$ cat src/rtl/sdram_init_ref_if.sv
// sdram_init_ref_if: SDRAM command bus plus refresh handshake between sequencer and arbiter
interface sdram_init_ref_if #(
  parameter int ADDR_W = 12,
  parameter int BA_W = 2
);
  logic [3:0] sdram_cmd;
  logic [BA_W-1:0] sdram_ba;
  logic [ADDR_W-1:0] sdram_addr;
  logic init_done;
  logic ref_req;
  logic ref_en;
  logic ref_done;
  logic ref_overdue;
  modport master (
    output sdram_cmd, sdram_ba, sdram_addr, init_done, ref_req, ref_done, ref_overdue,
    input ref_en
  );
  modport slave (
    input sdram_cmd, sdram_ba, sdram_addr, init_done, ref_req, ref_done, ref_overdue,
    output ref_en
  );
endinterface

$ cat src/rtl/sdram_init_ref.sv
// sdram_init_ref: SDRAM power-up initialisation and periodic auto-refresh sequencer
module sdram_init_ref #(
  parameter int ADDR_W = 12,
  parameter int BA_W = 2,
  parameter int T_POWERUP = 20000,
  parameter int T_RP = 2,
  parameter int T_RFC = 7,
  parameter int T_MRD = 2,
  parameter int INIT_REFRESHES = 8,
  parameter int REF_INTERVAL = 1562,
  parameter int CAS_LAT = 3,
  parameter logic [2:0] BL_CODE = 3'b111
) (
  input logic sclk,
  input logic rst,
  sdram_init_ref_if.master bus
);
  localparam logic [3:0] NOP = 4'b0111;
  localparam logic [3:0] PRE = 4'b0010;
  localparam logic [3:0] AREF = 4'b0001;
  localparam logic [3:0] MRS = 4'b0000;
  localparam int CW = $clog2(T_POWERUP + T_RP + T_RFC + T_MRD + 2);
  localparam int RW = $clog2(REF_INTERVAL + 1);
  localparam int NW = $clog2(INIT_REFRESHES + 1);
  localparam logic [ADDR_W-1:0] A10 = ADDR_W'(1) << 10;
  localparam logic [ADDR_W-1:0] MODE = ADDR_W'({3'(CAS_LAT), 1'b0, BL_CODE});
  // Each wait state issues the next command on the edge that ends it, so a
  // command lands on the bus in the cycle the previous wait expires.
  typedef enum logic [2:0] {S_WAIT, S_TRP, S_TRFC, S_TMRD, S_IDLE, R_TRP, R_TRFC} state_t;
  state_t state;
  logic [CW-1:0] cnt;
  logic [NW-1:0] nref;
  logic [RW-1:0] rtmr;
  logic wrap;
  logic start;
  assign wrap = bus.init_done && rtmr == RW'(REF_INTERVAL - 1);
  assign start = state == S_IDLE && bus.ref_req && bus.ref_en;
  // Sequencer FSM, refresh timer and all registered outputs
  always_ff @(posedge sclk or posedge rst)
    if (rst) begin
      state <= S_WAIT;
      cnt <= '0;
      nref <= '0;
      rtmr <= '0;
      bus.sdram_cmd <= NOP;
      bus.sdram_addr <= '0;
      bus.sdram_ba <= '0;
      bus.init_done <= 1'b0;
      bus.ref_req <= 1'b0;
      bus.ref_done <= 1'b0;
      bus.ref_overdue <= 1'b0;
    end else begin
      bus.sdram_cmd <= NOP;
      bus.sdram_addr <= '0;
      bus.sdram_ba <= '0;
      bus.ref_done <= 1'b0;
      cnt <= cnt + CW'(1);
      if (bus.init_done) rtmr <= wrap ? '0 : rtmr + RW'(1);
      bus.ref_req <= wrap || (bus.ref_req && !start);
      if (wrap && bus.ref_req && !start) bus.ref_overdue <= 1'b1;
      case (state)
        S_WAIT:
          if (cnt == CW'(T_POWERUP)) begin
            bus.sdram_cmd <= PRE;
            bus.sdram_addr <= A10;
            cnt <= '0;
            state <= S_TRP;
          end
        S_TRP:
          if (cnt == CW'(T_RP - 1)) begin
            bus.sdram_cmd <= AREF;
            nref <= nref + NW'(1);
            cnt <= '0;
            state <= S_TRFC;
          end
        S_TRFC:
          if (cnt == CW'(T_RFC - 1)) begin
            cnt <= '0;
            if (nref == NW'(INIT_REFRESHES)) begin
              bus.sdram_cmd <= MRS;
              bus.sdram_addr <= MODE;
              state <= S_TMRD;
            end else begin
              bus.sdram_cmd <= AREF;
              nref <= nref + NW'(1);
            end
          end
        S_TMRD:
          if (cnt == CW'(T_MRD - 1)) begin
            bus.init_done <= 1'b1;
            state <= S_IDLE;
          end
        S_IDLE: begin
          cnt <= '0;
          if (start) begin
            bus.sdram_cmd <= PRE;
            bus.sdram_addr <= A10;
            state <= R_TRP;
          end
        end
        R_TRP:
          if (cnt == CW'(T_RP - 1)) begin
            bus.sdram_cmd <= AREF;
            cnt <= '0;
            state <= R_TRFC;
          end
        R_TRFC:
          if (cnt == CW'(T_RFC - 1)) begin
            bus.ref_done <= 1'b1;
            state <= S_IDLE;
          end
        default: state <= S_WAIT;
      endcase
    end
endmodule

$ cat src/flat_wrapper.sv
// flat-port wrapper written by rule: the top's interface ports become plain ports
module sdram_init_ref_flat 
#(
  parameter int ADDR_W = 12,
  parameter int BA_W = 2,
  parameter int T_POWERUP = 20000,
  parameter int T_RP = 2,
  parameter int T_RFC = 7,
  parameter int T_MRD = 2,
  parameter int INIT_REFRESHES = 8,
  parameter int REF_INTERVAL = 1562,
  parameter int CAS_LAT = 3,
  parameter logic [2:0] BL_CODE = 3'b111
)
  (sclk, rst, bus_sdram_cmd, bus_sdram_ba, bus_sdram_addr, bus_init_done, bus_ref_req, bus_ref_done, bus_ref_overdue, bus_ref_en);
  sdram_init_ref_if #(.ADDR_W(ADDR_W), .BA_W(BA_W)) bus_i ();
  input logic sclk;
  input logic rst;
  output wire logic [$bits(bus_i.sdram_cmd)-1:0] bus_sdram_cmd;
  output wire logic [$bits(bus_i.sdram_ba)-1:0] bus_sdram_ba;
  output wire logic [$bits(bus_i.sdram_addr)-1:0] bus_sdram_addr;
  output wire logic [$bits(bus_i.init_done)-1:0] bus_init_done;
  output wire logic [$bits(bus_i.ref_req)-1:0] bus_ref_req;
  output wire logic [$bits(bus_i.ref_done)-1:0] bus_ref_done;
  output wire logic [$bits(bus_i.ref_overdue)-1:0] bus_ref_overdue;
  input wire logic [$bits(bus_i.ref_en)-1:0] bus_ref_en;
  assign bus_sdram_cmd = bus_i.sdram_cmd;
  assign bus_sdram_ba = bus_i.sdram_ba;
  assign bus_sdram_addr = bus_i.sdram_addr;
  assign bus_init_done = bus_i.init_done;
  assign bus_ref_req = bus_i.ref_req;
  assign bus_ref_done = bus_i.ref_done;
  assign bus_ref_overdue = bus_i.ref_overdue;
  assign bus_i.ref_en = bus_ref_en;
  sdram_init_ref #(.ADDR_W(ADDR_W), .BA_W(BA_W), .T_POWERUP(T_POWERUP), .T_RP(T_RP), .T_RFC(T_RFC), .T_MRD(T_MRD), .INIT_REFRESHES(INIT_REFRESHES), .REF_INTERVAL(REF_INTERVAL), .CAS_LAT(CAS_LAT), .BL_CODE(BL_CODE)) u_core (.sclk(sclk), .rst(rst), .bus(bus_i));
endmodule
$ cat config.mk
export PLATFORM = sky130hd
export DESIGN_NAME = sdram_init_ref_flat
export DESIGN_NICKNAME = d
export VERILOG_FILES = /design/src/rtl/sdram_init_ref_if.sv /design/src/rtl/sdram_init_ref.sv /design/src/flat_wrapper.sv
export SDC_FILE = /design/constraint.sdc
export NUM_CORES = 1
export LEC_CHECK = 0
export CORE_MARGIN = 4
export CORE_UTILIZATION = 40
export DETAILED_ROUTE_END_ITERATION = 16
export HOLD_SLACK_MARGIN = 0.12
export SLEW_MARGIN = 40
export SYNTH_ARGS = -nofsm -noshare
export SYNTH_HDL_FRONTEND = slang
export SYNTH_SLANG_ARGS = --single-unit
$ cat constraint.sdc
create_clock -name sclk -period 5.26 [get_ports sclk]
set_clock_uncertainty 0.1 [all_clocks]
set_input_delay 1.052 -clock sclk [delete_from_list [all_inputs] [get_ports sclk]]
set_output_delay 1.052 -clock sclk [all_outputs]
set_load 0.01 [all_outputs]
* After elaboration in Yosys (flattened, before gate mapping) *
Cells that the tools add are included.

word-level totals
  register bits after elaboration = 53
  bits in latches = 0
  memory bits (writable) = 0
  memory bits (read-only) = 0
  input bits = 3
  output and inout port bits = 22
  logic and storage cells = 78
  memories = 0

operators by class
  add/sub/neg operators = 3
  $mul = 0
  divide/modulo/power cells = 0
  order comparisons = 0
  eq/ne operators = 20
  shift operators = 0
  multiplexer cells = 31
  bitwise operators = 0
  reduce and logical (&&, ||, !) cells = 14

operator list
  operator                                                                  count
  15-bit case mux with 4 select lines                                       1
  15-bit 2-to-1 mux                                                         3
  12-bit case mux with 3 select lines                                       1
  11-bit 2-to-1 mux                                                         3
  3-bit 2-to-1 mux                                                          11
  3-bit case mux with 7 select lines                                        1
  4-bit 2-to-1 mux                                                          4
  2-bit by 1-bit inequality test with 1-bit output (second input constant)  8
  4-bit case mux with 4 select lines                                        1
  15-bit by 1-bit adder with 15-bit output (second input constant)          1
  15-bit by 1-bit equality test with 1-bit output (second input constant)   1
  15-bit equality test (second input constant)                              1
  15-bit by 3-bit equality test with 1-bit output (second input constant)   1
  12-bit 2-to-1 mux                                                         1
  11-bit by 1-bit adder with 11-bit output (second input constant)          1
  11-bit equality test (second input constant)                              1
  3-bit equality test (second input constant)                               3
  4-bit case mux with 2 select lines                                        1
  8-bit AND reduction                                                       1
  3-bit by 2-bit equality test with 1-bit output (second input constant)    2
  1-bit logical AND                                                         6
  6-bit 2-to-1 mux                                                          1
  4-bit by 1-bit adder with 4-bit output (second input constant)            1
  4-bit equality test (second input constant)                               1
  10 further kinds                                                          12

* Logic depth before layout (Yosys ltp) *
  depth in word-level cells = 6
  gate-level depth with buffers = 7
  mapped depth without buffers = 6

* Worst setup path before layout *
OpenSTA, ideal clock, no wires.

  kind = input -> register
  from = input bus_ref_en
  to = register u_core.bus.sdram_cmd[0]
  library setup time = 0.082 ns
  arrival = 1.610 ns
  data required time = 5.078 ns
  setup slack = 3.468 ns
  cell stages on the path = 3
  path buffers = 0
  path through = a21boi_0 -> o22a_1 -> a211o_1

between the ends
  cells in the longest elaborated chain, start to end = 3

ends and longest elaborated chain
  what                                RTL line                 RTL
  start: declaration                  flat_wrapper.sv:26       input wire logic [$bits(bus_i.ref_en)-1:0] bus_ref_en;
  1-bit logical AND                   sdram_init_ref.sv:37     assign start = state == S_IDLE && bus.ref_req && bus.ref_en;
  3-bit 2-to-1 mux                    sdram_init_ref.sv:95     if (start) begin
  4-bit case mux with 4 select lines  sdram_init_ref.sv:61     case (state)
  end signal: assignment              sdram_init_ref.sv:45     bus.sdram_cmd <= NOP;
  end signal: assignment              sdram_init_ref.sv:64     bus.sdram_cmd <= PRE;
  end signal: assignment              sdram_init_ref.sv:96     bus.sdram_cmd <= PRE;
  end: declaration                    sdram_init_ref_if.sv:15  output sdram_cmd, sdram_ba, sdram_addr, init_done, ref_req, ref_done, ref_overdue,

No other way between the ends.
A chain may end at the register's enable or synchronous reset.

* Worst setup path in the final report *
  from = register u_core.bus.sdram_cmd[0]
  to = output bus_sdram_cmd[0]

RTL lines
  what                      RTL line              RTL
  start signal: assignment  sdram_init_ref.sv:45
  start signal: assignment  sdram_init_ref.sv:53  bus.sdram_cmd <= NOP;
  start signal: assignment  sdram_init_ref.sv:64
  end: declaration          flat_wrapper.sv:19    output wire logic [$bits(bus_i.sdram_cmd)-1:0] bus_sdram_cmd;

No word-level cell between the ends.

==> metrics.txt <==
Setup WS post-layout=2.75 ns; placed inst area=2500 sq um; vias in the first global route=1651; first-pass GRT wire length=7.78 mm; Hold Crit Class=reg -> reg; gr busiest metal=met2; Final Non-Filler Cells=318; Tcrit/Tclk final=0.477; first-iteration detailed-routing DRC count=67; GRT Util Overall=0.132; met3 Resource Use GR=0.0330; clk sinks=42; max-slew violations=0; Avg Inst Size Synth=10.1 sq um; Max Clock Freq=0.398 GHz; clock slew at reported path FFs=0.09 ns; Area growth syn-to-layout=11.8%; DRC violations left=0; most common cell after layout, fill and taps aside=dfrtp_1; Worst EP arrival=1.36 ns; slowest stage delay, CP=0.54 ns; max cap viols=0; status=finished, final reports clean; dpl hpwl=3.02 mm; Post-Syn Area=2360 sq um; gr ovfl total=0; largest net degree at the start of global routing=43; most frequent cells in the layout=dfrtp_1 (39), nor3_1 (21), nand2_1 (15), clkdlybuf4s50_1 (15), nor2_1 (13); Crit path required time=4.11 ns; Vias/cell=5.25; Post-Place Cells=310; Core ar.=5610 sq um; initial antenna violation count=0; CP cell instances=clkdlybuf4s50_1; crit path buf inv count=1; slowest CP cell=clkdlybuf4s50_1; vias=1668; num ports=25; CTS tree=yes; Slew headroom=0.607; Final Instance Area=2640 sq um; Final nets=256; Yosys warning count=0; Rows=27; layout cells sized above 1=0.0894; register area share after synthesis=0.447; FF+latch count, synth=42; Worst Tran Pin Value=0.590 ns; antenna cells=0; PwrDens=242 nW/um^2; pre-CTS setup slack=2.90 ns; library cells used by synthesis=50; unrepaired setup endpoints after global routing=no; post-route setup TNS=0 ns; final count of negative-setup-slack endpoints=0; WS Path Type=reg -> out; CTS H-tree depth=2; Cells after Synth=234; Reg2Reg Setup Slack=3.20 ns; Avg WL per Cell=13.7 microns; Die X=84.9 microns; CTS resizes=0; leak pwr=1.11 nW; async set-reset flop share out of synthesis=1.00; clk root buf=clkbuf_8; crit-path leading delay family=buffers and inverters; Final min period=2.51 ns; met2 Use GR=0.204; drt pass-1 iters=4; GR Util met1=0.179; WL final=4.35 mm; area of the die=7200 sq um; CTS Buf Count=5; hold buffers post-CTS=0; Synth Flop Type=dfrtp_1; DRT antenna net count=0; critical path fanouts, max=1; Max VDD drop=0.000104 V; Die Y=84.9 microns; total power=0.000640 W; GP Congestion=0.745; # port buffers=15; clk buf depth=2; Post-CTS Setup Bufs=0; Skew-Pair Late Insertion Delay=0.30 ns; Starting Density=0.421; crit start category=flop; Fin. Hold Viols=0; Post-synth EDFFs=0; CP Capture Type=primary output
## synth_stat cells, types with 2 or more instances
cell type,count,share of area
inv_1,12,0.019
dfstp_2,3,0.033
clkbuf_1,3,0.0048
o21a_1,2,0.0064
nand2b_1,2,0.0053
o41ai_1,2,0.0074
nand2_1,15,0.024
nor3b_1,2,0.0064
nor3_1,21,0.044
buf_4,14,0.044
nor2_1,13,0.021
ha_1,8,0.042
a211o_1,2,0.0074
xor2_1,12,0.044
o31ai_1,2,0.0064
a211oi_1,4,0.013
nand3_1,7,0.015
and3_1,4,0.011
nor4_1,3,0.0079
o21ai_0,7,0.015
xnor2_1,10,0.037
and4_1,6,0.022
a21oi_1,2,0.0042
nand3b_1,2,0.0064
or3_1,3,0.0079
buf_2,2,0.0042
dfrtp_1,39,0.41
nand4_1,10,0.026
## logic make-up after synthesis
group | after synthesis | share of synthesized area
multiplexers | 3 | 0.0154
adder cells (fa/ha/maj) | 8 | 0.0424
buffers and inverters | 32 | 0.0773
flip-flops | 42 | 0.447
XOR/XNOR | 22 | 0.0816
AND/OR/NAND/NOR | 100 | 0.255
AO/OA/AOI/OAI | 26 | 0.0800
other | 1 | 0.00159
## area by class of cell
cell class              count  area [sq um]
inverters                  12          45.0
fillers                   550          2970
flip-flops and latches     42          1050
multi-input cells         168          1150
clock inverters             3          68.8
well taps                  72          90.1
repair buffers             16           158
clock buffers               5          68.8
## state kept, by name, indices dropped and copies added, names as in the netlist
| signal | flops |
|---|---|
| u_core.bus.init_done | 1 |
| u_core.bus.ref_done | 1 |
| u_core.bus.ref_overdue | 1 |
| u_core.bus.ref_req | 1 |
| u_core.bus.sdram_addr | 2 |
| u_core.bus.sdram_cmd | 3 |
| u_core.cnt | 15 |
| u_core.nref | 4 |
| u_core.rtmr | 11 |
| u_core.state | 3 |
## through the flow
stage               hold WS, ns  utilization
floorplan                 0.345            -
global placement          0.342        0.446
detailed placement        0.353        0.446
CTS                       0.372        0.471
global route              0.388        0.471
finish                    0.369        0.471
## metal layers
metal  vias to the layer above  part of all wire
met5                         -                 0
met4                         0             0.015
met3                         6             0.042
met2                        24              0.46
met1                       807              0.49
li1                        831                 -
## tightest hold or removal path, delay by kind of cell, from the launching register on
family / cells / cell delay (ns)
flops: 1 / 0.35
buf+inv: 1 / 0.04
compound gates: 1 / 0.05
## where the power goes
group | total (W) | switching [W] | internal, W
Combinational | 0.0000113 | 0.00000949 | 0.00000185
Sequential | 0.000323 | 0 | 0.000323
Clock | 0.000305 | 0.000115 | 0.000190
Total | 0.000640 | 0.000125 | 0.000515
## path summary, 6_finish.rpt
kind | start | end | cells past startpoint
min in group asynchronous | rst | u_core.cnt[13] | 3
max | u_core.bus.sdram_cmd[0] | bus_sdram_cmd[0] | 1
min | u_core.bus.ref_overdue | u_core.bus.ref_overdue | 2
min reg2reg | u_core.bus.ref_overdue | u_core.bus.ref_overdue | 2
max reg2reg | u_core.cnt[9] | u_core.cnt[12] | 4
max in group asynchronous | rst | u_core.bus.sdram_cmd[1] | 3
Note: power is estimated with default switching activity, not from simulation.
